===== src/rtl/mio_bus_resp.sv =====
// MIO bus responder: RAM / LED / switch / cycle-counter decode, one-cycle MIO_ready pulse per request.
// Latency: writes and IO reads ready 1 cycle after accept, RAM reads 1+RAM_LAT; requests ignored until IDLE.
module mio_bus_resp #(
  parameter int RAM_AW  = 10,
  parameter int RAM_LAT = 1,
  parameter int CNT_W   = 32
) (
  input  logic              clk,
  input  logic              reset,
  input  logic              CPU_MIO,
  input  logic              MemRead,
  input  logic              MemWrite,
  input  logic [31:0]       addr_bus,
  input  logic [31:0]       Data_out,
  output logic [31:0]       Data_in,
  output logic              MIO_ready,
  output logic [RAM_AW-1:0] ram_addr,
  output logic [31:0]       ram_din,
  output logic              ram_we,
  input  logic [31:0]       ram_dout,
  input  logic [15:0]       sw_in,
  output logic [15:0]       led_out
);

  typedef enum logic [1:0] {IDLE, RAM_WAIT, DONE} state_t;

  state_t           state, state_nxt;
  logic             req, accept, is_wr;
  logic             sel_ram, sel_led, sel_sw, sel_cnt;
  logic [2:0]       wait_cnt;
  logic [CNT_W-1:0] cnt;
  logic [31:0]      io_rdata;
  logic             unused_bits;

  assign req     = CPU_MIO & (MemRead | MemWrite);
  assign accept  = (state == IDLE) & req;
  assign is_wr   = MemWrite;
  assign sel_ram = (addr_bus[31:28] == 4'h0);
  assign sel_led = (addr_bus[31:28] == 4'hE);
  assign sel_sw  = (addr_bus[31:28] == 4'hF) & ~addr_bus[2];
  assign sel_cnt = (addr_bus[31:28] == 4'hF) &  addr_bus[2];

  assign MIO_ready   = (state == DONE);
  assign unused_bits = ^{addr_bus, Data_out};

  always_comb begin
    io_rdata = '0;
    if (sel_led)      io_rdata = {16'h0000, led_out};
    else if (sel_sw)  io_rdata = {16'h0000, sw_in};
    else if (sel_cnt) io_rdata = 32'(cnt);
  end

  always_ff @(posedge clk or negedge reset) begin
    if (!reset) state <= IDLE;
    else        state <= state_nxt;
  end

  always_comb begin
    state_nxt = state;
    case (state)
      IDLE:     if (req) state_nxt = (sel_ram && !is_wr) ? RAM_WAIT : DONE;
      RAM_WAIT: if (wait_cnt == 3'd1) state_nxt = DONE;
      DONE:     state_nxt = IDLE;
      default:  state_nxt = IDLE;
    endcase
  end

  // A counter write on the accept edge overrides that cycle's increment.
  always_ff @(posedge clk or negedge reset) begin
    if (!reset) begin
      Data_in  <= '0;
      ram_addr <= '0;
      ram_din  <= '0;
      ram_we   <= 1'b0;
      led_out  <= '0;
      cnt      <= '0;
      wait_cnt <= '0;
    end else begin
      ram_we <= 1'b0;
      cnt    <= cnt + CNT_W'(1);
      if (accept) begin
        ram_addr <= addr_bus[RAM_AW+1:2];
        if (is_wr) begin
          if (MemRead) Data_in <= '0;
          if (sel_ram) begin
            ram_we  <= 1'b1;
            ram_din <= Data_out;
          end
          if (sel_led) led_out <= Data_out[15:0];
          if (sel_cnt) cnt     <= Data_out[CNT_W-1:0];
        end else if (sel_ram) begin
          wait_cnt <= 3'(RAM_LAT);
        end else begin
          Data_in <= io_rdata;
        end
      end
      if (state == RAM_WAIT) begin
        wait_cnt <= wait_cnt - 3'd1;
        if (wait_cnt == 3'd1) Data_in <= ram_dout;
      end
    end
  end

endmodule


===== config.mk =====
export PLATFORM = sky130hd
export DESIGN_NAME = mio_bus_resp
export DESIGN_NICKNAME = d
export VERILOG_FILES = /design/src/rtl/mio_bus_resp.sv
export SDC_FILE = /design/constraint.sdc
export NUM_CORES = 1
export LEC_CHECK = 0
export BUFFER_PORTS_ARGS = -buffer_cell sky130_fd_sc_hd__buf_4
export CORE_UTILIZATION = 45
export DETAILED_ROUTE_END_ITERATION = 6
export PLACE_DENSITY = 0.76
export SLEW_MARGIN = 40
export SYNTH_ARGS = -nofsm -noshare
export SYNTH_HDL_FRONTEND = slang
export SYNTH_SLANG_ARGS = --single-unit

===== constraint.sdc =====
create_clock -name clk -period 1.9 [get_ports clk]
set_input_delay 0.095 -clock clk [delete_from_list [all_inputs] [get_ports clk]]
set_output_delay 0.095 -clock clk [all_outputs]
set_load 0.02 [all_outputs]

-- After elaboration in Yosys (flattened, before gate mapping)
Cells that the tools add are included.
- add/sub/neg operators: 2
- eq/ne operators: 8
- mux-type cells: 23
- bitwise gates (word level): 6
- reduce and logical (&&, ||, !) cells: 10
- operators with widths (operator ; count):
    $mux W32 ; 12
    $add A32 B1 Y32 const B ; 1
    $mux W3 ; 4
    $reduce_and A3 Y1 ; 3
    $eq A4 B4 Y1 const B ; 2
    $mux W2 ; 3
    $and A1 B1 Y1 ; 4
    $logic_not A4 Y1 ; 1
    $ne A2 B2 Y1 const B ; 2
    $pmux W2 S2 ; 1
    $reduce_bool A2 Y1 ; 2
    $eq A3 B1 Y1 const B ; 1
    $mux W1 ; 3
    $sub A3 B1 Y3 const B ; 1
    $eq A2 B1 Y1 const B ; 1
    $eq A2 B2 Y1 const B ; 1
    $logic_not A2 Y1 ; 1
    $ne A2 B1 Y1 const B ; 1
    $reduce_and A2 Y1 ; 1
    $logic_and A1 B1 Y1 ; 1
    $logic_not A1 Y1 ; 1
    $not A1 Y1 ; 1
    $or A1 B1 Y1 ; 1
- register bits after elaboration: 128
- bits of input ports: 117
- output and inout bits: 92
- logic and storage cells: 57

-- Logic depth before layout (Yosys ltp)
Gate-level depths: netlist (run 1).
- depth in word-level cells: 10
- depth in mapped cells: 8
- depth with buffers taken out: 6

-- Worst setup path after synthesis (run 1)
Ideal clock, no wire load.
- path kind: register -> register
- from: register cnt[10]
- to: register cnt[29]
- arrival: 1752 ps
- slack: 11 ps
- stages on the path, launching flop included: 8
- path buffers: 2
- cells stage by stage: dfrtp_1 > nand3_2 > or4_1 > buf_2 > buf_6 > nor4_4 > xnor2_1 > a21oi_1
- longest elaborated chain between the ends: 4
- ends and longest elaborated chain (what ; line ; RTL):
    from (decl) ; 31 ; logic [CNT_W-1:0] cnt;
    from (signal assigned) ; 80 ; cnt <= cnt + CNT_W'(1);
    from (signal assigned) ; 90 ; if (sel_cnt) cnt <= Data_out[CNT_W-1:0];
    $add A32 B1 Y32 (*) ; 80 ;
    $mux W32 ; 90 ;
    $mux W32 ; 83 ; if (is_wr) begin
    $mux W32 (*) ; 81 ; if (accept) begin
Every way passes the cells marked *; elsewhere a longest branch is shown, timed or not.
A chain may end at the register's enable or synchronous reset.

-- Final worst setup path (run 1)
- from: register cnt[10]
- to: register cnt[25]
Same word-level chain as after synthesis.

==> results.txt, run 1 <==
STA puts the critical path data required time at between 2000 and 2500 ps. The critical-path cell with the highest stage delay is sky130_fd_sc_hd__or4_4. For this run, the detailed router's first-pass iteration total came to 5. For this block, the initial DRC count from the detailed router was ~390.

The worst setup slack after layout came out at 38.5 ps. The number of H-tree levels came out at 4. The routed wire length came out at between 15000 and 20000 um. The synthesized-area fraction occupied by xor and xnor cells is 0.0467. The area enclosed by the die boundary is 13400 um2. The startpoint-to-endpoint class of the critical path is register to register. The critical path runs through a total of 6 cells. The highest net fanout along the worst path is 15. The global-route wire length before repair came out at 28700 um. The hold-critical path depth came out at 3.

The number of max-slew violations in the final report came to 0. The final number of hold-violating endpoints is 0. The die height is 116 um. The largest vdd supply drop is 0.716 mV. The quantity of I/O buffers inserted on ports is 190.

The flow ran to the end, and the final reports show no timing, DRC or antenna violations. The type of the worst min-delay path is input port to register. The number of placed I/O pins came out at roughly 210. The number of instances in the synthesized netlist is 591. The tree is rooted in a sky130_fd_sc_hd__clkbuf_16.

The post-CTS clock slew at the launch and capture registers of the worst setup and hold paths came out at around 60 ps. The maximum frequency from static timing analysis is between 0.5 and 0.6 GHz. For this run, the register share of the synthesized area comes to 0.550.

The number of global-route vias before repair is ~5700. After detailed routing, the number of remaining DRC violations is 0. The layout filler cell count came out at ~890. The antenna diode count is 0.

The basic-gate share of the synthesized area counting and, or, nand and nor cells is 0.196. The overall global routing resource usage came out at 0.285. The detail route stage leaves a number of antenna-violating nets equal to 0. The complex-gate fraction of the synthesized area is 0.118. The power after layout is 9560 uW. The CTS buffer count came out at 17.

The initial antenna violation count came out at 0. In this design, the stage delay of the slowest critical-path cell is approximately 530 ps. The average wire length per cell after detail routing came out at 17.3 um.

Setup repair after global routing could not meet its margin everywhere. For this run the aggregate overflow at the end of global routing stands at 0. The slew at the pin with the worst max-slew slack came out at 601 ps. The final period utilization came out at 0.980. For this design the ratio of total power to cell area is approximately 1000 nW/um2. The largest family of logic cells by synthesized area is simple AND/OR/NAND/NOR gates. The post-CTS setup repair buffer count came out at 0. The standard cell core area came out at 12600 um2. At the end of routability-driven placement, the weighted congestion stood at 0.814. The buffer and inverter count on the worst path came out at 1. The netlist uses 38 different library cells.

The net count after synthesis is 711. The total standard cell area after synthesis came out at 5820 um2. The endpoint class of the critical path is a register. The mean number of vias per cell came out at 5.37. The overall via count from detail_route came out at 5730. The HPWL after detailed placement is 12300 um. The horizontal die dimension is 116 um. Relative to the synthesized area, the layout overhead comes to 57.9%. For this configuration, the core starts out at a cell density of 0.461. The fraction of the mapped netlist area in adder cells is 0.00645.

The post-synthesis area per instance came out at a little under 10 um2. In this design, the largest share of critical-path delay is due to simple AND/OR/NAND/NOR gates. The startpoint type of the worst setup path is a register. The signal on the critical path passes through nand3_2 > or4_4 > buf_12 > nor4_4 > xnor2_1 > a21oi_1.

In this run, synthesis produced a sequential element count of 128. After floorplanning, the core was divided into 41 placement rows. The leakage power summed over all cells is 0.00448 uW. The insertion delay of the later-clocked pin in the worst-skew pair came out at slightly above 400 ps. The total of endpoints with negative setup slack in the final report came out at 0. The max capacitance violation total is 0. The total number of yosys warnings is 0. TritonCTS built the clock tree.

The mux contribution to synthesized area came out at 0.0522. The final layout contains 1002 nets. The count of cells along the worst register-to-register path came out at 6. The setup slack after placement came out at 12.9 ps. Measured against its own limit, the worst slew margin works out to 0.599. The worst path in the final design needs a cycle of 1860 ps, including I/O delays and setup. The arrival time reported for the critical path endpoint is 2150 ps.

The pin count of the biggest net entering global routing is 64. The post-route clock skew came out at 7.43 ps. The CTS sink count is 128. Of the cells placed in the final design, the portion with a size suffix greater than 1 is 0.337.

The largest buffer count on any clock path came out at 2.
## flip-flops by register name, indices dropped and copies added (netlist names)
register	count
ram_din	32
led_out	16
wait_cnt	3
state	2
ram_we	1
Data_in	32
ram_addr	10
cnt	32
## cell type report
type	instances	area, um2	area share
inverter	9	33.8	0.00368
multi-input combinational	419	2540	0.276
tap	172	215	0.0234
sequential	128	3200	0.349
clock inverter	10	158	0.0172
timing repair buffer	307	2570	0.280
clock buffer	22	474	0.0516
## metrics by stage
stage          cells  hold slack, ps   util  TNS [ps]  instance area (um2)
6_report        1067            21.0  0.728         0                 9190
5_1_grt         1067            26.0  0.728      -138                 9190
4_1_cts         1067            7.13  0.721         0                 9100
3_5_place_dp     956             115  0.608         0                 7670
3_3_place_gp     956             105  0.607     -1760                 7670
2_1_floorplan    591            -201      -         0                 5820
## power breakdown
group          internal [uW]  total, uW  switching, uW
sequential              3260       3700            441
combinational           1200       2390           1190
clock                   2290       3470           1170
## cell usage in the layout, fill, tap and decap left out, types with 2 or more instances in the layout
cell and instances:
sky130_fd_sc_hd__a21oi_1 45, sky130_fd_sc_hd__a221o_1 3, sky130_fd_sc_hd__a221oi_1 16, sky130_fd_sc_hd__a222oi_1 13, sky130_fd_sc_hd__a22oi_1 3, sky130_fd_sc_hd__and2_1 4
sky130_fd_sc_hd__and3_1 5, sky130_fd_sc_hd__buf_12 5, sky130_fd_sc_hd__buf_4 222, sky130_fd_sc_hd__bufinv_16 4, sky130_fd_sc_hd__clkbuf_1 2, sky130_fd_sc_hd__clkbuf_16 17
sky130_fd_sc_hd__clkbuf_8 3, sky130_fd_sc_hd__clkinv_2 3, sky130_fd_sc_hd__clkinvlp_4 3, sky130_fd_sc_hd__dfrtp_1 128, sky130_fd_sc_hd__dlygate4sd3_1 79, sky130_fd_sc_hd__ha_1 3
sky130_fd_sc_hd__inv_1 9, sky130_fd_sc_hd__mux2_2 27, sky130_fd_sc_hd__nand2_1 108, sky130_fd_sc_hd__nand2b_1 2, sky130_fd_sc_hd__nand3_1 11, sky130_fd_sc_hd__nand3_2 2
sky130_fd_sc_hd__nand4_1 6, sky130_fd_sc_hd__nor2_1 86, sky130_fd_sc_hd__nor2b_1 3, sky130_fd_sc_hd__nor3_1 9, sky130_fd_sc_hd__nor3_2 2, sky130_fd_sc_hd__nor4_1 4
sky130_fd_sc_hd__nor4_2 2, sky130_fd_sc_hd__nor4_4 4, sky130_fd_sc_hd__o22a_1 4, sky130_fd_sc_hd__o22ai_1 15, sky130_fd_sc_hd__xnor2_1 26, sky130_fd_sc_hd__xor2_1 5
## per-layer routing
layer / wire length (um) / track usage
met2: 9340 / 0.490
met5: 0 / 0
met1: 7430 / 0.344
met4: 512 / 0.121
met3: 1190 / 0.0664
## logic make-up after synthesis
family                   count (synthesis)
flip-flops                             128
adder cells (fa/ha/maj)                  3
multiplexers                            27
AND/OR/NAND/NOR                        258
AO/OA/AOI/OAI                          100
XOR/XNOR                                31
buffers and inverters                   44
## worst paths after layout
check | slack (ps) | endpoint | from
setup / recovery | 40 | cnt[25] | cnt[10]
hold / removal | 20 | Data_in[14] | sw_in[14]
setup reg to reg | 40 | cnt[25] | cnt[10]
hold reg to reg | 470 | ram_din[16] | ram_din[16]
max in group asynchronous | 1000 | ram_din[20] | reset
min in group asynchronous | 210 | ram_din[7] | reset
## synthesized netlist by cell type (all sizes together)
cell	number	area [um2]
inv	9	33.8
xnor2	26	228
or4	1	7.51
and2	4	25.0
buf	9	46.3
ha	3	37.5
and3	5	31.3
nor2	88	333
a21oi	45	225
o22a	4	35.0
a222oi	13	130
dfrtp	128	3200
o21a	1	7.51
mux2	27	304
nor3b	2	15.0
nor4	10	77.6
nand2b	2	12.5
nor3	11	65.1
and4	1	8.76
nand4	7	50.1
nand4bb	1	11.3
a22oi	3	22.5
clkbuf	26	97.6
xor2	5	43.8
nor2b	3	18.8
nand2	109	409
nand3	13	70.1
o22ai	15	93.8
a221o	3	30.0
or3	1	6.26
a221oi	16	140
## worst register-to-register path, stage by stage (launching register included)
cell	delay, ps
sky130_fd_sc_hd__dfrtp_1	360
sky130_fd_sc_hd__nand3_2	90
sky130_fd_sc_hd__or4_4	530
sky130_fd_sc_hd__buf_12	180
sky130_fd_sc_hd__nor4_4	330
sky130_fd_sc_hd__xnor2_1	160
sky130_fd_sc_hd__a21oi_1	90
## timing repair
item,in CTS,in global routing
hold buffers,79,0
resized for setup,2,12
pin swaps,0,2
cloned,0,0
endpoints found under the hold margin,180,0
setup endpoints to repair,1,10
Power figures use the tool's default switching activity.
==> run 2: changes to the inputs <==
--- a/config.mk
+++ b/config.mk
@@ -6,9 +6,9 @@
 export NUM_CORES = 1
 export LEC_CHECK = 0
 export BUFFER_PORTS_ARGS = -buffer_cell sky130_fd_sc_hd__buf_4
-export CORE_UTILIZATION = 45
+export CORE_UTILIZATION = 54
 export DETAILED_ROUTE_END_ITERATION = 6
-export PLACE_DENSITY = 0.76
+export PLACE_DENSITY = 0.86
 export SLEW_MARGIN = 40
 export SYNTH_ARGS = -nofsm -noshare
 export SYNTH_HDL_FRONTEND = slang
==> constraint.sdc (replaced) <==
create_clock -name clk -period 2.15 [get_ports clk]
set_input_delay 0.1075 -clock clk [delete_from_list [all_inputs] [get_ports clk]]
set_output_delay 0.1075 -clock clk [all_outputs]
set_load 0.02 [all_outputs]
==> run 2 against run 1 <==
Clock-buffer cell count unchanged. Global-route usage up 10 points. Cell count down 3.7%. Critical path type unchanged. Hold slack better by 8.5 ps. Sequential share of layout area up 0.75 points. Largest power group unchanged. Largest cell class unchanged. Clock skew down 1.2 ps.
==> results.txt, run 2 (synthesis results as in run 1) <==
The largest vdd supply drop came out at 0.536 mV. The first global-routing pass estimated 32600 um of wire. The number of max-slew violations in the final report is 0. The post-route clock skew came out at approximately 6.2 ps. The post-CTS setup repair buffer count is 0. The starting density of the core came out at 0.561.

The startpoint type of the worst setup path is a register. The number of H-tree levels came out at 4. The mean number of vias per cell came out at slightly below 6. The leakage power summed over all cells is ~0.0044 uW.

The setup slack after placement came out at 89.2 ps. The total area inside the core boundary comes to 10400 um2. Clock-pin slew was measured on the worst setup and hold paths at roughly 60 ps.

The arrival time reported for the critical path endpoint is between 2000 and 2500 ps. The maximum frequency from static timing analysis is 0.483 GHz. TritonCTS built the clock tree. The most common cell after layout, fill and taps aside is sky130_fd_sc_hd__buf_4. The final number of hold-violating endpoints came to 0.

The HPWL after detailed placement is 12000 um. The synthesis-to-finish area growth is 54.6%. The share of final-layout standard cells stronger than drive strength 1 came out at 0.315. The worst slew margin relative to its limit is 0.451.

The minimum period implied by the final worst setup slack is 2070 ps. Setup repair after global routing left no endpoint under its margin. The initial antenna violation count was 1.

In the layout the commonest cells are sky130_fd_sc_hd__buf_4, sky130_fd_sc_hd__dfrtp_1, sky130_fd_sc_hd__nand2_1. Buffers inserted during clock tree synthesis total 17. The power density relative to cell area came out at between 800 and 900 nW/um2. The min-delay analysis places its worst path in the category input port to register.

The quantity of I/O buffers inserted on ports is 190. The tree is rooted in a sky130_fd_sc_hd__clkbuf_8. STA classifies the critical path endpoint as a register. In the final layout, the registers with the most flip-flops are Data_in x32, cnt x32, ram_din x32. The final period utilization came out at 0.963. The total of endpoints with negative setup slack in the final report came out at 0. In this run the deepest clock path goes through 2 buffers. The congestion estimate from routability-driven global placement came to between 0.8 and 0.9. The net count reported at finish came out at 1000. The leftover overflow at the end of global routing came out at 0. Measured along the y axis, the die boundary spans 106 um. The combined flip-flop and latch cell area came out at about 3200 um2. The slew at the pin with the worst max-slew slack is 822 ps. The horizontal die dimension is 106 um. In the final routed layout, each cell accounts on average for 20.0 um.

The count of antenna-violating nets left after detailed routing is 0. Across every metal layer, demand over resource in global routing totals 0.386. The critical path data required time is 2560 ps. Across all layers, the routed design uses 6050 vias. The count of routing violations after the opening detailed-route iteration is 459.

In the final layout, the multi-input gates occupy ~2500 um2. The biggest cell delay along the critical path came out at 520 ps. The layout filler cell count came out at 507. The number of global-route vias before repair is 6467. The max capacitance violation total is 0. The core utilization of the finished layout came out at 0.867. The cell row count is 37. The signal on the critical path passes through nand3_2 > or4_1 > buf_4 > nor4_1 > xnor2_1 > a21oi_1. The aggregate negative setup slack is 0 ps.

The CTS sink count is 128. The number of iterations in the first detailed-routing pass is 6. The critical path is of the register to register type.

The later pin in the worst-skew pair is clocked with a latency of 540 ps. The routed wire length came out at 20500 um. The hold slack came out at 29.5 ps. The finished cells cover 8990 um2. The pin count of the biggest net entering global routing came out at 64. The highest net fanout along the worst path is 15. The post-placement cell area came out at 7480 um2. The number of placed I/O pins came out at 209. The run finished with clean final reports.

The area enclosed by the die boundary is 11200 um2. The worst setup slack after layout is ~80 ps. The DRC violation count after routing is 0. For this design, the slowest cell found on the critical path is sky130_fd_sc_hd__or4_1.
## run 2: cell type report
class	count	share of cell area
Sequential cell	128	0.356
Timing Repair Buffer	305	0.284
Multi-Input combinational cell	419	0.277
Clock buffer	22	0.0504
Tap cell	136	0.0189
Clock inverter	7	0.00974
Inverter	9	0.00376
Antenna cell	1	0.000278
## run 2: metrics by stage
| step | power, uW | cells |
|---|---|---|
| 5_1_grt | 8390 | 1027 |
| 2_1_floorplan | 4220 | 591 |
| 6_report | 8080 | 1027 |
| 3_3_place_gp | 5030 | 904 |
| 4_1_cts | 7950 | 1026 |
| 3_5_place_dp | 5130 | 904 |
## run 2: what timing repair did
action / 4_1_cts / 5_1_grt
hold buffers: 93 / 0
resized for setup: 0 / 7
setup endpoints to repair: 0 / 5
hold endpoints to repair: 179 / 0
## run 2: per-layer routing
metal	up-vias	track usage	wire length (um)
met5	-	0	0
met4	0	0.208	954
met3	93	0.111	1970
met2	434	0.651	10500
met1	2884	0.441	7160
li1	2639	-	-
## run 2: where the power goes
group          leakage, uW  switching, uW  internal, uW  total (uW)
clock             0.000266           1040          1680        2720
combinational      0.00242           1010           980        1990
sequential         0.00167            487          2880        3370
## run 2: path summary, 6_finish.rpt
check	startpoint	end	slack, ps	cells after the start
max reg2reg	cnt[11]	cnt[31]	80	6
max	cnt[11]	cnt[31]	80	6
min reg2reg	ram_din[16]	ram_din[16]	480	2
max in group asynchronous	reset	ram_addr[9]	1320	3
min	addr_bus[29]	state[0]	30	4
min in group asynchronous	reset	ram_din[13]	90	2
## run 2: worst max-delay path, delay by kind of cell, from the launching register on
kind	cells	cell delay, ps
XOR/XNOR	1	160
AO/OA/AOI/OAI	1	80
flip-flops	1	450
AND/OR/NAND/NOR	3	1010
buffers and inverters	1	220
